--- src/rtl/tdc_acc_pkg.sv ---
// tdc_acc_pkg: default widths plus saturating-add and mean/sum selection helpers shared by the accumulator
package tdc_acc_pkg;
  localparam int DATA_W_DEF = 16;
  localparam int CNT_W_DEF = 10;
  localparam int ACC_W_DEF = 20;
  localparam int SHIFT_W = 5;
  localparam int MAX_W = 64;
  function automatic logic [MAX_W-1:0] sat_add(input logic [MAX_W-1:0] sum, input logic [MAX_W-1:0] sample, input int acc_w);
    logic [MAX_W-1:0] s, lim;
    s = sum + sample;
    lim = (MAX_W'(1) << acc_w) - MAX_W'(1);
    // {ovf, value} packed in the low acc_w+1 bits so callers can take it with one size cast
    return s > lim ? (lim | (MAX_W'(1) << acc_w)) : s;
  endfunction
  function automatic logic [MAX_W-1:0] apply_mode(input logic [MAX_W-1:0] sum, input logic [SHIFT_W-1:0] shift, input logic mean);
    return mean ? sum >> shift : sum;
  endfunction
endpackage

--- src/rtl/tdc_acc_channel.sv ---
// tdc_acc_channel: one channel's frame counter, saturating sum and latched config; en=accepted sample, done=frame completes this cycle with res_* final values
module tdc_acc_channel
  import tdc_acc_pkg::*;
#(
  parameter int DATA_W = DATA_W_DEF,
  parameter int CNT_W = CNT_W_DEF,
  parameter int ACC_W = ACC_W_DEF
) (
  input  logic               clk,
  input  logic               rst,
  input  logic               clr,
  input  logic               en,
  input  logic [DATA_W-1:0]  data,
  input  logic [CNT_W-1:0]   cfg_len,
  input  logic [SHIFT_W-1:0] cfg_shift,
  input  logic               cfg_mean,
  output logic               done,
  output logic [ACC_W-1:0]   res_sum,
  output logic               res_ovf,
  output logic [SHIFT_W-1:0] res_shift,
  output logic               res_mean
);
  logic [CNT_W-1:0] cnt, len, l;
  logic [ACC_W-1:0] sum, sum_a;
  logic [SHIFT_W-1:0] shift;
  logic ovf, mean, first, last, ovf_a;
  // the first sample of a frame uses live cfg_* so an N=1 frame completes without waiting for the latch
  always_comb begin
    first = cnt == '0;
    l = first ? (cfg_len == '0 ? CNT_W'(1) : cfg_len) : len;
    {ovf_a, sum_a} = (ACC_W+1)'(sat_add(MAX_W'(sum), MAX_W'(data), ACC_W));
    last = cnt + CNT_W'(1) == l;
    done = en && last;
    res_sum = sum_a;
    res_ovf = ovf || ovf_a;
    res_shift = first ? cfg_shift : shift;
    res_mean = first ? cfg_mean : mean;
  end
  always_ff @(posedge clk) begin
    if (rst || clr) begin
      cnt <= '0;
      sum <= '0;
      ovf <= 1'b0;
    end else if (en) begin
      cnt <= last ? '0 : cnt + CNT_W'(1);
      sum <= last ? '0 : sum_a;
      ovf <= !last && res_ovf;
    end
  end
  always_ff @(posedge clk) begin
    if (en && first) begin
      len <= l;
      shift <= cfg_shift;
      mean <= cfg_mean;
    end
  end
endmodule

--- src/rtl/tdc_accumulator.sv ---
// tdc_accumulator: NUM_CH-channel frame accumulator; in_* samples with cfg_* frame setup, out_* one-cycle tagged sum/mean result with saturation flag
module tdc_accumulator
  import tdc_acc_pkg::*;
#(
  parameter int DATA_W = DATA_W_DEF,
  parameter int CNT_W = CNT_W_DEF,
  parameter int ACC_W = ACC_W_DEF,
  parameter int NUM_CH = 4,
  parameter int CH_W = NUM_CH > 1 ? $clog2(NUM_CH) : 1
) (
  input  logic               clk,
  input  logic               rst,
  input  logic               clr,
  input  logic               in_valid,
  input  logic [CH_W-1:0]    in_ch,
  input  logic [DATA_W-1:0]  in_data,
  input  logic [CNT_W-1:0]   cfg_len,
  input  logic [SHIFT_W-1:0] cfg_shift,
  input  logic               cfg_mean,
  output logic               out_valid,
  output logic [CH_W-1:0]    out_ch,
  output logic [ACC_W-1:0]   out_data,
  output logic               out_ovf
);
  logic accept, sel_ovf, sel_mean;
  logic [NUM_CH-1:0] en, done, res_ovf, res_mean;
  logic [ACC_W-1:0] res_sum [NUM_CH];
  logic [SHIFT_W-1:0] res_shift [NUM_CH];
  logic [CH_W-1:0] sel_ch;
  logic [ACC_W-1:0] sel_sum;
  logic [SHIFT_W-1:0] sel_shift;
  assign accept = in_valid && !clr && {1'b0, in_ch} < (CH_W+1)'(NUM_CH);
  for (genvar i = 0; i < NUM_CH; i++) begin : g_ch
    assign en[i] = accept && in_ch == CH_W'(i);
    tdc_acc_channel #(.DATA_W(DATA_W), .CNT_W(CNT_W), .ACC_W(ACC_W)) u_ch (
      .clk(clk), .rst(rst), .clr(clr), .en(en[i]), .data(in_data),
      .cfg_len(cfg_len), .cfg_shift(cfg_shift), .cfg_mean(cfg_mean),
      .done(done[i]), .res_sum(res_sum[i]), .res_ovf(res_ovf[i]),
      .res_shift(res_shift[i]), .res_mean(res_mean[i])
    );
  end
  // only the channel that took this cycle's sample can complete, so done is one-hot or zero
  always_comb begin
    sel_ch = '0;
    sel_sum = '0;
    sel_ovf = 1'b0;
    sel_shift = '0;
    sel_mean = 1'b0;
    for (int i = 0; i < NUM_CH; i++) begin
      if (done[i]) begin
        sel_ch = CH_W'(i);
        sel_sum = res_sum[i];
        sel_ovf = res_ovf[i];
        sel_shift = res_shift[i];
        sel_mean = res_mean[i];
      end
    end
  end
  always_ff @(posedge clk) begin
    if (rst) begin
      out_valid <= 1'b0;
      out_ch <= '0;
      out_data <= '0;
      out_ovf <= 1'b0;
    end else begin
      out_valid <= |done;
      if (|done) begin
        out_ch <= sel_ch;
        out_data <= ACC_W'(apply_mode(MAX_W'(sel_sum), sel_shift, sel_mean));
        out_ovf <= sel_ovf;
      end
    end
  end
endmodule

--- config.mk ---
export PLATFORM = sky130hd
export DESIGN_NAME = tdc_accumulator
export DESIGN_NICKNAME = d
export VERILOG_FILES = /design/src/rtl/tdc_acc_pkg.sv /design/src/rtl/tdc_acc_channel.sv /design/src/rtl/tdc_accumulator.sv
export SDC_FILE = /design/constraint.sdc
export NUM_CORES = 1
export LEC_CHECK = 0
export ABC_AREA = 1
export CORE_ASPECT_RATIO = 1.2
export CORE_MARGIN = 3
export CORE_UTILIZATION = 47
export CTS_CLUSTER_SIZE = 14
export DETAILED_ROUTE_END_ITERATION = 10
export DONT_BUFFER_PORTS = 1
export PLACE_DENSITY = 0.7
export SLEW_MARGIN = 15
export SYNTH_ARGS = -nofsm -noshare
export SYNTH_HDL_FRONTEND = slang
export SYNTH_HIERARCHICAL = 1
export SYNTH_SLANG_ARGS = --single-unit
--- constraint.sdc ---
create_clock -name clk -period 4.1 [get_ports clk]
set_clock_uncertainty 0.2 [all_clocks]
set_input_delay 0.82 -clock clk [delete_from_list [all_inputs] [get_ports clk]]
set_output_delay 0.82 -clock clk [all_outputs]
set_load 0.005 [all_outputs]
== Word level (Yosys, flattened, before mapping) ==
Index checks and enable logic that the tools add are counted.

* Eq/ne operators: 7
* Order comparisons: 4
* Reduce and logical (&&, ||, !) cells: 34
* Add/subtract/negate cells: 8
* Multiplexer cells: 45
* Shift operators: 1

{| class="wikitable"
|+ Operators with widths
! operator !! number
|-
| $gt A64 B20 Y1 const B || 4
|-
| $mux W20 || 9
|-
| $mux W10 || 9
|-
| $add A20 B16 Y21 || 4
|-
| $mux W21 || 4
|-
| $logic_not A10 Y1 || 5
|-
| $add A10 B1 Y10 const B || 4
|-
| $eq A10 B10 Y1 || 4
|-
| $mux W5 || 8
|-
| $shr A20 B5 Y20 || 1
|-
| $logic_and A1 B1 Y1 || 17
|-
| $mux W1 || 13
|-
| $logic_not A1 Y1 || 5
|-
| $logic_or A1 B1 Y1 || 5
|-
| $eq A2 B2 Y1 const B || 2
|-
| $mux W2 || 2
|-
| $reduce_or A4 Y1 || 1
|-
| $eq A2 B1 Y1 const B || 1
|-
| $logic_not A2 Y1 || 1
|}

* Output and inout bits: 24
* Input port bits: 38
* Register bits: 212
* Word-level logic and storage cells: 127

== Longest topological paths before layout ==
* Depth after elaboration: 11
* Depth in mapped cells: 30

== Hierarchy ==
The synthesis kept the hierarchy.

{| class="wikitable"
|+ By module, submodules not included
! module !! times used !! sequential area each (µm²) !! cells an instance !! area each (µm²)
|-
| tdc_acc_channel at g_ch[1].u_ch ... || 3 || 1101.1 || 542 || 3801.1
|-
| tdc_acc_channel at g_ch[0].u_ch || 1 || 1101.1 || 534 || 3552.2
|-
| tdc_accumulator || 1 || 480.5 || 536 || 2994.1
|}

== Worst setup path after synthesis ==
No wires, ideal clock.

* Path kind: input-to-reg
* From: in cfg_len[1]
* To: reg out_data[0]
* Stages: 25
* Path slack: 0.381 ns
* Path buffers: 1
* Data required time: 3.788 ns
* Arrival: 3.407 ns
* Cells stage by stage: or2_2 > nor2_1 > nand2_1 > nand3_1 > nand2_1 > nand2_1 > nand4_1 > nand3b_1 > nor3_1 > inv_4 > nand2_4 > nor2_4 > nand2_4 > nand2_2 > nor2_4 > buf_6 > nand3_1 > nand2_1 > nand2_1 > nand3_1 > nand2_1 > nand2_1 > nand2_1 > nand2_1 > nand2_1

* Elaborated cells between the ends (all ways): 29

{| class="wikitable"
|+ RTL lines
! item !! RTL line !! source
|-
| start: declaration || tdc_accumulator.sv:17 || <nowiki>input logic [CNT_W-1:0] cfg_len,</nowiki>
|-
| $logic_not A10 Y1 || tdc_acc_channel.sv:30 || <nowiki>l = first ? (cfg_len == '0 ? CNT_W'(1) : cfg_len) : len;</nowiki>
|-
| $mux W10 * (2 in a row) || tdc_acc_channel.sv:30 ||
|-
| $eq A10 B10 Y1 * || tdc_acc_channel.sv:32 || <nowiki>last = cnt + CNT_W'(1) == l;</nowiki>
|-
| $logic_and A1 B1 Y1 * || tdc_acc_channel.sv:33 || <nowiki>done = en && last;</nowiki>
|-
| named net done[3] || tdc_accumulator.sv:26 || <nowiki>logic [NUM_CH-1:0] en, done, res_ovf, res_mean;</nowiki>
|-
| $mux W20 or $mux W5 (tied branches) || tdc_accumulator.sv:50 || <nowiki>if (done[i]) begin</nowiki>
|-
| $shr A20 B5 Y20 || tdc_acc_pkg.sv:16 || <nowiki>return mean ? sum >> shift : sum;</nowiki>
|-
| $mux W20 || tdc_acc_pkg.sv:16 ||
|-
| end signal: assignment || tdc_accumulator.sv:69 || <nowiki>out_data <= ACC_W'(apply_mode(MAX_W'(sel_sum), sel_shift, sel_mean));</nowiki>
|-
| end: declaration || tdc_accumulator.sv:22 || <nowiki>output logic [ACC_W-1:0] out_data,</nowiki>
|}

The timed path passes the listed nets; every way through them passes the cells marked *.
A chain may end at the register's enable or synchronous reset.

== Final worst setup path ==
* From: reg g_ch[3].u_ch.cnt[4]
* To: reg out_data[16]

* Cells in the longest elaborated chain, start to end: 7
* Elaborated cells between the ends (all ways): 13

{| class="wikitable"
|+ Ends and longest elaborated chain
! item !! RTL line !! source
|-
| start: declaration || tdc_acc_channel.sv:23 || <nowiki>logic [CNT_W-1:0] cnt, len, l;</nowiki>
|-
| start signal: assignment || tdc_acc_channel.sv:45 || <nowiki>cnt <= last ? '0 : cnt + CNT_W'(1);</nowiki>
|-
| branches (longest 2 deep; another with $add A10 B1 Y10) || n/a ||
|-
| $eq A10 B10 Y1 * || tdc_acc_channel.sv:32 ||
|-
| $logic_and A1 B1 Y1 * || tdc_acc_channel.sv:33 ||
|-
| named net done[3] || tdc_accumulator.sv:26 ||
|-
| $mux W20 or $mux W5 (tied branches) || tdc_accumulator.sv:50 ||
|-
| $shr A20 B5 Y20 || tdc_acc_pkg.sv:16 ||
|-
| $mux W20 || tdc_acc_pkg.sv:16 ||
|}

Mark *: on every way through the listed nets, which the timed path passes.

==> impl_table.tex <==
\begin{tabular}{lr}
\hline
Metric & Value \\
\hline
\multicolumn{2}{l}{\textbf{Floorplan}} \\
\quad Initial core utilization & 48.1\% \\
\quad Total Die Area & slightly above 40000 µm² \\
\quad Width of the chip & approximately 180 µm \\
\quad I/O pin cnt & 62 \\
\quad Height of the die & 220 µm \\
\quad FP Rows & 77 \\
\quad Placeable Area & 37300 µm² \\
\multicolumn{2}{l}{\textbf{Drt}} \\
\quad Number of vias per cell after detailed routing & between 5 and 6 \\
\quad Post-detailed-route DRC marker count & 0 \\
\quad Router iterations before antenna repair & 6 \\
\quad Initial drt markers & 1701 \\
\quad Routed wire length & 58700 µm \\
\quad Routed length per placed instance & 18.3 µm \\
\quad Remaining antenna violation count after routing & 0 \\
\quad Via count & 18.0k \\
\multicolumn{2}{l}{\textbf{Yosys}} \\
\quad Mapped Area & 17900 µm² \\
\quad Number of library cell types mapped by synthesis & 54 \\
\quad Net count after synthesis & 2810 \\
\quad Avg Synthesized Cell Area & 6.66 µm² \\
\quad Synth async-reset ratio & 0\% \\
\quad Most used flip-flop cell after synthesis & sky130\_fd\_sc\_hd\_\_dfxtp\_1 \\
\quad Synthesized instance count & 2696 \\
\quad Area leader, netlist & sky130\_fd\_sc\_hd\_\_nand2\_1 \\
\quad Total number of yosys warnings & 6 \\
\quad Fraction of post-synthesis cell area in the top cell type by area & 18.4\% \\
\quad Fraction of the yosys area taken by sequential cells & 27.2\% \\
\quad Number of enable-type register cells in the synthesized netlist & between 60 and 70 \\
\quad Biggest area contributors in the synthesized netlist & sky130\_fd\_sc\_hd\_\_nand2\_1, sky130\_fd\_sc\_hd\_\_dfxtp\_1, sky130\_fd\_sc\_hd\_\_edfxtp\_1 \\
\quad Synth Register Bits & 212 \\
\multicolumn{2}{l}{\textbf{Worst setup path}} \\
\quad Required time at the worst-slack endpoint & $\sim$4.4 ns \\
\quad Path type of the worst setup path & flip-flop to flip-flop \\
\quad Master of the slowest instance on the critical path & sky130\_fd\_sc\_hd\_\_dfxtp\_1 \\
\quad CP dominant cell by count & sky130\_fd\_sc\_hd\_\_nand2\_1 \\
\quad Worst-case register-to-register setup slack & 0.18 ns \\
\quad Element type at the critical path start & flip-flop \\
\quad Critical path endpoint category & flip-flop \\
\quad Number of cells on the worst reg-to-reg path & 22 \\
\quad Worst path bufs/invs & 4 \\
\quad Critical-path maximum fanout & 27 \\
\quad Critical path startpoint & g\_ch[3].u\_ch/cnt[4] \\
\quad Family with the most delay on the worst path & simple AND/OR/NAND/NOR gates \\
\quad Worst reg2reg path startpoint & g\_ch[3].u\_ch/cnt[4] \\
\quad Data arrival time at the worst-slack endpoint & between 4 and 5 ns \\
\quad Max stage delay on crit path & $\sim$0.6 ns \\
\quad Capture point of the worst reg-to-reg path & out\_data[16] \\
\quad Crit path cell chain & nand2\_1 -> nor2\_1 -> nand2\_1 -> nand2\_1 -> nand2\_1 -> nand3\_1 -> nand4\_1 -> nand3b\_1 -> nor3\_4 -> buf\_6 -> inv\_6 -> nand2\_8 -> nor2\_4 -> nand2\_4 -> nand2\_2 -> nor2\_4 -> clkbuf\_16 -> nand3\_1 -> nand3\_2 -> inv\_1 -> a22oi\_1 -> a21oi\_1 \\
\multicolumn{2}{l}{\textbf{Final layout}} \\
\quad Layout cells sized above 1 & 15.1\% \\
\quad Multi-input combinational cell area & 11400 µm² \\
\quad Filler instances & 3688 \\
\quad \# diodes & 0 \\
\quad Leading cell type in the layout, fill and taps excluded & sky130\_fd\_sc\_hd\_\_nand2\_1 \\
\quad Commonest cells after routing, fill and taps aside & sky130\_fd\_sc\_hd\_\_nand2\_1, sky130\_fd\_sc\_hd\_\_nand3\_1, sky130\_fd\_sc\_hd\_\_inv\_1 \\
\quad Signed area change from the synthesized netlist to the final layout & 9.58\% \\
\quad Register area & slightly below 5000 µm² \\
\quad Count of placed standard cells in the final layout, fillers left out & $\sim$3.2k \\
\quad Final-stage net count & 2828 \\
\multicolumn{2}{l}{\textbf{Status}} \\
\quad Run status & completed \\
\multicolumn{2}{l}{\textbf{Pwr}} \\
\quad Leakage dissipation & between 0.008 and 0.009 µW \\
\quad Power Dens Cells & 260 nW/µm² \\
\quad Peak supply drop & 0.371 mV \\
\multicolumn{2}{l}{\textbf{Global route}} \\
\quad Largest net degree at the start of global routing & 34 \\
\quad Vias in the first global route & 16.5k \\
\quad Initial antenna violation count & 0 \\
\quad All-Layer GR Usage & 27.9\% \\
\quad Total global routing overflow & 0 \\
\quad First-pass GRT wire length & 90400 µm \\
\multicolumn{2}{l}{\textbf{Timing}} \\
\quad Share of the cycle needed by the critical path after routing & 95.6\% \\
\quad Number of max-slew violations in the final report & 0 \\
\quad Achievable frequency & 255 MHz \\
\quad Final hold violation count & 0 \\
\quad Total setup violations reported at the end of the flow & 0 \\
\quad Minimum clock period after layout & 3.92 ns \\
\quad RSZ-0062 raised after global routing & true \\
\quad Slew at the pin with the worst max-slew slack & 1.19 ns \\
\quad Worst rel slew slack & 20.6\% \\
\quad Worst hold margin & 0.102 ns \\
\multicolumn{2}{l}{\textbf{CTS}} \\
\quad TritonCTS buffer count & 27 \\
\quad Sinks on the clock net & about 210 \\
\quad Number of H-tree branching levels & 1 \\
\quad CTS tree & done \\
\quad Clock-pin slew on the worst setup and hold paths & roughly 0.070 ns \\
\quad Worst skew pair latency & approximately 0.57 ns \\
\quad Hold-fix buffers at CTS & 0 \\
\quad Clk buf depth & 3 \\
\quad Clock root buffer & sky130\_fd\_sc\_hd\_\_clkbuf\_16 \\
\multicolumn{2}{l}{\textbf{Place}} \\
\quad Placed Cells & 3133 \\
\quad Detailed placement HPWL & 43900 µm \\
\quad Final GP Congestion & 0.991 \\
\quad IO Port Bufs & 0 \\
\multicolumn{2}{l}{\textbf{Hold path}} \\
\quad Type of the worst min-delay path & input port to flip-flop \\
\quad Hold Crit Start & rst \\
\quad Worst-case hold path end point & out\_data[15] \\
\quad Hold path cells & 1 \\
\multicolumn{2}{l}{\textbf{Job}} \\
\quad MaxCap Viol Count & 0 \\
\hline
\end{tabular}
-- metrics by stage --
stage / area (µm²) / util (%) / setup TNS [ns] / setup slack [ns] / power [µW]
6_report: 19700 / 52.8 / 0 / 0.180 / 5110
5_1_grt: 19700 / 52.8 / -0.0776 / -0.0252 / 5290
4_1_cts: 19300 / 51.7 / 0 / 0.0506 / 5150
3_5_place_dp: 18400 / 49.3 / 0 / 0.0305 / 2670
3_3_place_gp: 18400 / 49.3 / 0 / 0.0421 / 2670
2_1_floorplan: 17900 / - / 0 / 0.381 / 2570
-- power breakdown --
group	switching, µW	internal (µW)
combinational	310	145
clock	993	1470
sequential	6.76	2180
total	1310	3800
-- sequential cells by signal, summed over array words and instances (netlist names) --
signal and count:
g_ch.u_ch/cnt 40, out_ovf 1, out_ch 2, g_ch.u_ch/len 40
out_valid 1, g_ch.u_ch/sum 80, g_ch.u_ch/mean 4, g_ch.u_ch/ovf 4
g_ch.u_ch/shift 20, out_data 20
-- cells in the mapped netlist (all sizes together), types with 6 or more instances --
master / number
nand2: 926
nand3: 438
inv: 271
o21ai: 67
nand4: 29
o21bai: 9
a21oi: 217
dfxtp: 148
nor3: 24
buf: 79
xor2: 19
nand3b: 19
a21o: 10
ha: 72
clkbuf: 26
nor2: 195
a31oi: 6
xnor2: 34
or2: 8
edfxtp: 64
-- cell type report --
class	instances	area share, %
Clock buffer	36	3.81
Multi-Input combinational cell	2111	58.2
Timing Repair Buffer	90	4.03
Clock inverter	14	0.821
Sequential cell	212	24.9
Tap cell	474	3.02
Inverter	272	5.26
-- per-layer routing --
layer  global-route usage (%)  vias to the layer above  share of wire [%]
met2                     47.2                      662                 47
met4                     12.4                        0                5.1
li1                         -                     8907                  -
met1                     35.4                     8332                 41
met3                     3.68                      139                6.8
met5                        0                        -                  0
-- timing repair --
action,CTS,global route
endpoints found under the setup margin,0,20
gates resized for setup,0,38
setup buffers,0,20
-- how the worst max path moves through the flow --
stage	to	slack (ns)	cells past startpoint
2_1_floorplan	out_data[0]	0.38	25
4_1_cts	out_data[16]	0.05	21
3_3_place_gp	out_data[16]	0.04	19
5_1_grt	out_data[0]	-0.03	27
3_5_place_dp	out_data[3]	0.03	26
6_report	out_data[16]	0.18	22
-- kinds of logic (layout without fill, tap and decap cells) --
family | Yosys count | in the layout | synth area share (%)
flip-flops | 212 | 212 | 27.2
XOR/XNOR | 53 | 53 | 2.59
AND/OR/NAND/NOR | 1645 | 1649 | 44.6
AO/OA/AOI/OAI | 333 | 333 | 10.1
adder cells (fa/ha/maj) | 76 | 76 | 5.46
buffers and inverters | 377 | 412 | 9.98
(Power assumes the default switching activity.)
